[src/rtl/fuzzy_pkg.sv]
// Purpose: shared fixed-point types and membership constants for the fuzzy controller.
// Latency: n/a (types and constants only).
// Backpressure: n/a.
package fuzzy_pkg;

   typedef logic signed [7:0] q7_0_t;
   typedef logic [15:0]       q1_15_t;

   localparam q1_15_t MU_ONE  = 16'h7FFF;
   localparam q1_15_t MU_ZERO = 16'h0000;

   // Clamp a raw 16-bit quotient into the legal Q1.15 membership range.
   function automatic q1_15_t mu_sat(input logic [15:0] raw);
      return (raw > MU_ONE) ? MU_ONE : raw;
   endfunction

endpackage

[src/rtl/trap_mf.sv]
// Purpose: combinational trapezoidal membership function mu(x,a,b,c,d), Q7.0 in, Q1.15 out.
// Latency: 0 cycles (pure combinational).
// Backpressure: none; evaluates continuously.
module trap_mf
   import fuzzy_pkg::*;
(
   input  logic signed [7:0] x,
   input  logic signed [7:0] a,
   input  logic signed [7:0] b,
   input  logic signed [7:0] c,
   input  logic signed [7:0] d,
   output logic [15:0]       mu
);

   logic [8:0]  num9;
   logic [8:0]  den9;
   logic [23:0] num;
   logic [23:0] den;
   logic [23:0] quo;
   logic [15:0] q16;
   logic        unused_quo_hi;

   // Upper quotient bits are discarded: the result is truncated to 16 bits before saturation.
   assign unused_quo_hi = ^quo[23:16];

   // Select the active segment in priority order, then share one divider for both slopes.
   always_comb begin
      mu   = MU_ZERO;
      num9 = '0;
      den9 = '0;
      num  = '0;
      den  = 24'd1;
      quo  = '0;
      q16  = '0;
      if (x <= a || x >= d) begin
         mu = MU_ZERO;
      end else if (x >= b && x <= c) begin
         mu = MU_ONE;
      end else begin
         if (x > a && x < b) begin
            num9 = {x[7], x} - {a[7], a};
            den9 = {b[7], b} - {a[7], a};
         end else begin
            num9 = {d[7], d} - {x[7], x};
            den9 = {d[7], d} - {c[7], c};
         end
         num = {15'd0, num9} << 15;
         // A zero-width slope cannot occur with the guards above, but keep the divider safe.
         den = (den9 == 9'd0) ? 24'd1 : {15'd0, den9};
         quo = num / den;
         q16 = quo[15:0];
         mu  = mu_sat(q16);
      end
   end

endmodule

[src/rtl/fuzzifier_trap.sv]
// Purpose: registered three-set (NEG/ZERO/POS) trapezoidal fuzzifier for one Q7.0 input.
// Latency: 1 cycle from in_valid to out_valid; mu_* hold while in_valid is low.
// Backpressure: none; a new sample may be accepted every cycle.
module fuzzifier_trap
   import fuzzy_pkg::*;
(
   input  logic              clk,
   input  logic              rst_n,
   input  logic              in_valid,
   input  logic signed [7:0] x,
   input  logic signed [7:0] a_neg,
   input  logic signed [7:0] b_neg,
   input  logic signed [7:0] c_neg,
   input  logic signed [7:0] d_neg,
   input  logic signed [7:0] a_zero,
   input  logic signed [7:0] b_zero,
   input  logic signed [7:0] c_zero,
   input  logic signed [7:0] d_zero,
   input  logic signed [7:0] a_pos,
   input  logic signed [7:0] b_pos,
   input  logic signed [7:0] c_pos,
   input  logic signed [7:0] d_pos,
   output logic              out_valid,
   output logic [15:0]       mu_neg,
   output logic [15:0]       mu_zero,
   output logic [15:0]       mu_pos
);

   q1_15_t mu_neg_c, mu_zero_c, mu_pos_c;
   q1_15_t mu_neg_d, mu_zero_d, mu_pos_d;
   q1_15_t mu_neg_q, mu_zero_q, mu_pos_q;
   logic   out_valid_d, out_valid_q;

   trap_mf u_mf_neg  (.x(x), .a(a_neg),  .b(b_neg),  .c(c_neg),  .d(d_neg),  .mu(mu_neg_c));
   trap_mf u_mf_zero (.x(x), .a(a_zero), .b(b_zero), .c(c_zero), .d(d_zero), .mu(mu_zero_c));
   trap_mf u_mf_pos  (.x(x), .a(a_pos),  .b(b_pos),  .c(c_pos),  .d(d_pos),  .mu(mu_pos_c));

   // Load new memberships only on a valid sample; otherwise hold the last result.
   always_comb begin
      out_valid_d = in_valid;
      mu_neg_d    = mu_neg_q;
      mu_zero_d   = mu_zero_q;
      mu_pos_d    = mu_pos_q;
      if (in_valid) begin
         mu_neg_d  = mu_neg_c;
         mu_zero_d = mu_zero_c;
         mu_pos_d  = mu_pos_c;
      end
   end

   // Output registers with synchronous reset taking priority over in_valid.
   always_ff @(posedge clk) begin
      if (!rst_n) begin
         out_valid_q <= 1'b0;
         mu_neg_q    <= MU_ZERO;
         mu_zero_q   <= MU_ZERO;
         mu_pos_q    <= MU_ZERO;
      end else begin
         out_valid_q <= out_valid_d;
         mu_neg_q    <= mu_neg_d;
         mu_zero_q   <= mu_zero_d;
         mu_pos_q    <= mu_pos_d;
      end
   end

   assign out_valid = out_valid_q;
   assign mu_neg    = mu_neg_q;
   assign mu_zero   = mu_zero_q;
   assign mu_pos    = mu_pos_q;

endmodule

[config.mk]
export PLATFORM = sky130hd
export DESIGN_NAME = fuzzifier_trap
export DESIGN_NICKNAME = d
export VERILOG_FILES = /design/src/rtl/fuzzy_pkg.sv /design/src/rtl/trap_mf.sv /design/src/rtl/fuzzifier_trap.sv
export SDC_FILE = /design/constraint.sdc
export NUM_CORES = 2
export LEC_CHECK = 0
export CORE_ASPECT_RATIO = 0.8
export CORE_MARGIN = 5
export CORE_UTILIZATION = 65
export DETAILED_ROUTE_END_ITERATION = 8
export PLACE_DENSITY = 0.84
export SETUP_SLACK_MARGIN = 0.5
export SYNTH_ARGS = -nofsm -noshare
export SYNTH_HDL_FRONTEND = slang
export SYNTH_SLANG_ARGS = --single-unit
[constraint.sdc]
create_clock -name clk -period 76.4 [get_ports clk]
set_input_delay 7.64 -clock clk [delete_from_list [all_inputs] [get_ports clk]]
set_output_delay 7.64 -clock clk [all_outputs]
set_load 0.02 [all_outputs]
==> flow_summary.json <==
{
  "ys_warn_count": 0,
  "drt_iter0_drc": 5946,
  "tightest_slew_ns": 1.08,
  "syn_inst": 6796,
  "tritoncts": "yes",
  "clock-root-buffer": "clkbuf_16",
  "clk_path_buf_depth": 2,
  "post-route-period-util_pct": 93.1,
  "fin_skew_ns": 0,
  "detail-route-antenna-nets": 0,
  "slew_headroom_pct": 26.1,
  "place_ws_ns": 4.29,
  "path_clk_slew_ns": 0.07,
  "drive_gt1_share_pct": 6.65,
  "regArea_sq_um": 981,
  "route.final.wire_length_microns": 154000,
  "ys_seq_elements": 49,
  "whs_ns": 0.447,
  "path_common_cell": "a21o_1",
  "rsz0062_at_grt": "yes",
  "drv_slew": 0,
  "cts_buffers": 5,
  "synth_flop_cell": "dfxtp_1",
  "grt_pass1_vias": 49000,
  "ys_async_sr_fraction_pct": 0,
  "critPathLaunch": "x[7]",
  "cp-start-kind": "input port",
  "synth_nets": 7563,
  "dp.cells": 7783,
  "slowest_stage": "a2111oi_0",
  "gp_congestion": 1.03,
  "layoutNonFillerInstCount": 7805,
  "synth_edf_count": 0,
  "fp.dieH_microns": 250,
  "final_hold_viol_count": 0,
  "firstDrtPassIters": 9,
  "place_hpwl_microns": 123000,
  "hp-class": "reg -> reg",
  "status": "finished clean",
  "clock_latency_ns": 0.33,
  "finalNetCount": 7614,
  "drc": 0,
  "final_cell_mix": "nor2_1 (648), ha_1 (645), a21oi_1 (556)",
  "path_max_fanout": 61,
  "max_freq_ghz": 0.0141,
  "synth-seq-area-share_pct": 2.09,
  "htreeDepth": 2,
  "slowest_delay_ns": 0.98,
  "setup_viol": 0,
  "fp.dieArea_sq_mm": 0.0777,
  "grt_use_total_pct": 36.9,
  "syn_avg_cell_area_sq_um": 6.90,
  "antenna_found_initial": 15,
  "design.portCount": 156,
  "fin_crit_ns": 71.12,
  "grt_pass1_wl_microns": 246000,
  "start_util_pct": 65.4,
  "synthDistinctLibCells": 138,
  "grt-ovfl-total": 0,
  "multi_input_area_sq_mm": 0.0442,
  "synth.cell_area_sq_mm": 0.0469,
  "end_kind": "flip-flop",
  "num_rows": 88,
  "grt_max_degree": 62,
  "min_from": "mu_pos[1]$_SDFFE_PN0P_",
  "crit_buf_inv": 12,
  "wl_per_cell_microns": 19.7,
  "tns_ns": 0,
  "crit_type": "in -> reg",
  "area_growth_pct": 6.00,
  "worst_slack_ns": 5.28,
  "io_buffers": 155,
  "cts_hold_buf": 0,
  "max-cap-violations": 0,
  "n_fill_cell": 6303,
  "viasPerCell": 6.93,
  "worstPathRequired_ns": 76.62,
  "dr_total_vias": 54100,
  "core_sq_mm": 0.0718,
  "cp.arrival_ns": 71.34,
  "cp_top_family": "compound AO/OA/AOI/OAI gates",
  "final_common_cell": "nor2_1",
  "cts_sinks": 49,
  "die_x_microns": 310,
  "timing.rr.start": "mu_zero[0]$_SDFFE_PN0P_"
}
==> worst min-delay path, stage by stage, from the launching register on <==
cell and delay (ns):
dfxtp_1 0.31, nand2_1 0.05, o21ai_1 0.05
==> sequential cells by signal, indices dropped and copies added (netlist names) <==
register,flops
mu_neg,16
mu_pos,16
mu_zero,16
out_valid,1
==> synthesized netlist by cell type (39+ instances only) <==
| cell | instances | area, sq um |
|---|---|---|
| nor2_1 | 657 | 2470 |
| nor3_1 | 252 | 1260 |
| dfxtp_1 | 49 | 981 |
| clkbuf_1 | 121 | 454 |
| nor4_1 | 42 | 263 |
| a211oi_1 | 73 | 548 |
| mux2_2 | 134 | 1510 |
| inv_1 | 295 | 1110 |
| o21a_1 | 188 | 1410 |
| and2_1 | 87 | 544 |
| nand2b_1 | 150 | 938 |
| nand4_1 | 98 | 613 |
| xor2_1 | 137 | 1200 |
| o211ai_1 | 87 | 653 |
| o21bai_1 | 65 | 488 |
| xnor2_1 | 276 | 2420 |
| nand3_1 | 181 | 906 |
| buf_2 | 39 | 195 |
| ha_1 | 645 | 8070 |
| a31oi_1 | 84 | 526 |
| a21o_1 | 272 | 2040 |
| o21ai_0 | 443 | 2220 |
| or3_1 | 94 | 588 |
| mux2i_1 | 84 | 841 |
| a21oi_1 | 562 | 2810 |
| or2_2 | 55 | 344 |
| nand2_1 | 513 | 1930 |
| o31ai_1 | 112 | 841 |
| and3_1 | 64 | 400 |
| nor2b_1 | 115 | 719 |
==> cell families (layout without fill, tap and decap cells) <==
family                   count (synthesis)  after routing  synth area share [%]
AND/OR/NAND/NOR                       2535           2535                  27.9
AO/OA/AOI/OAI                         2436           2436                  35.2
adder cells (fa/ha/maj)                660            660                  17.8
buffers and inverters                  476            527                  3.96
XOR/XNOR                               414            414                  7.74
multiplexers                           226            226                  5.21
flip-flops                              49             49                  2.09
other                                    0             13                     0
==> layer usage <==
metal | share of wire [%] | track usage [%] | vias up | wire [microns]
met5 | 0.018 | 0 | - | 27
met4 | 3.1 | 10.8 | 4 | 4810
met3 | 11 | 6.88 | 365 | 16900
met2 | 42 | 56.5 | 2796 | 63800
met1 | 44 | 52.5 | 25000 | 68200
li1 | - | - | 25900 | -
==> final timing paths <==
path | slack (ns) | endpoint | cells after the start
worst max-delay path | 5.28 | mu_pos[0]$_SDFFE_PN0P_ | 276
worst min-delay path | 0.45 | mu_pos[1]$_SDFFE_PN0P_ | 2
worst max register to register | 74.54 | mu_zero[0]$_SDFFE_PN0P_ | 6
worst min register to register | 0.45 | mu_pos[1]$_SDFFE_PN0P_ | 2
==> per-stage QoR <==
stage                     util (%)  instance area [sq um]
after floorplan                  -                  46900
after CTS                     69.1                  49600
after global placement        68.9                  49500
after global routing          69.3                  49700
after detailed placement      68.9                  49500
final                         69.3                  49700
==> cell type report <==
cell class | count | area share, %
Timing Repair Buffer | 220 | 4.10
Multi-Input combinational cell | 6271 | 88.9
Inverter | 300 | 2.26
Antenna cell | 13 | 0.0654
Tap cell | 945 | 2.38
Clock buffer | 5 | 0.252
Clock inverter | 2 | 0.0780
Sequential cell | 49 | 1.97
==> what timing repair did <==
| item | in CTS | in global routing |
|---|---|---|
| setup buffers | 0 | 2 |
| gates resized for setup | 0 | 14 |
| endpoints found under the setup margin | 0 | 3 |
Power is not shown: default switching activity piles up to over one toggle a cycle in this logic, so the estimate is an artifact.
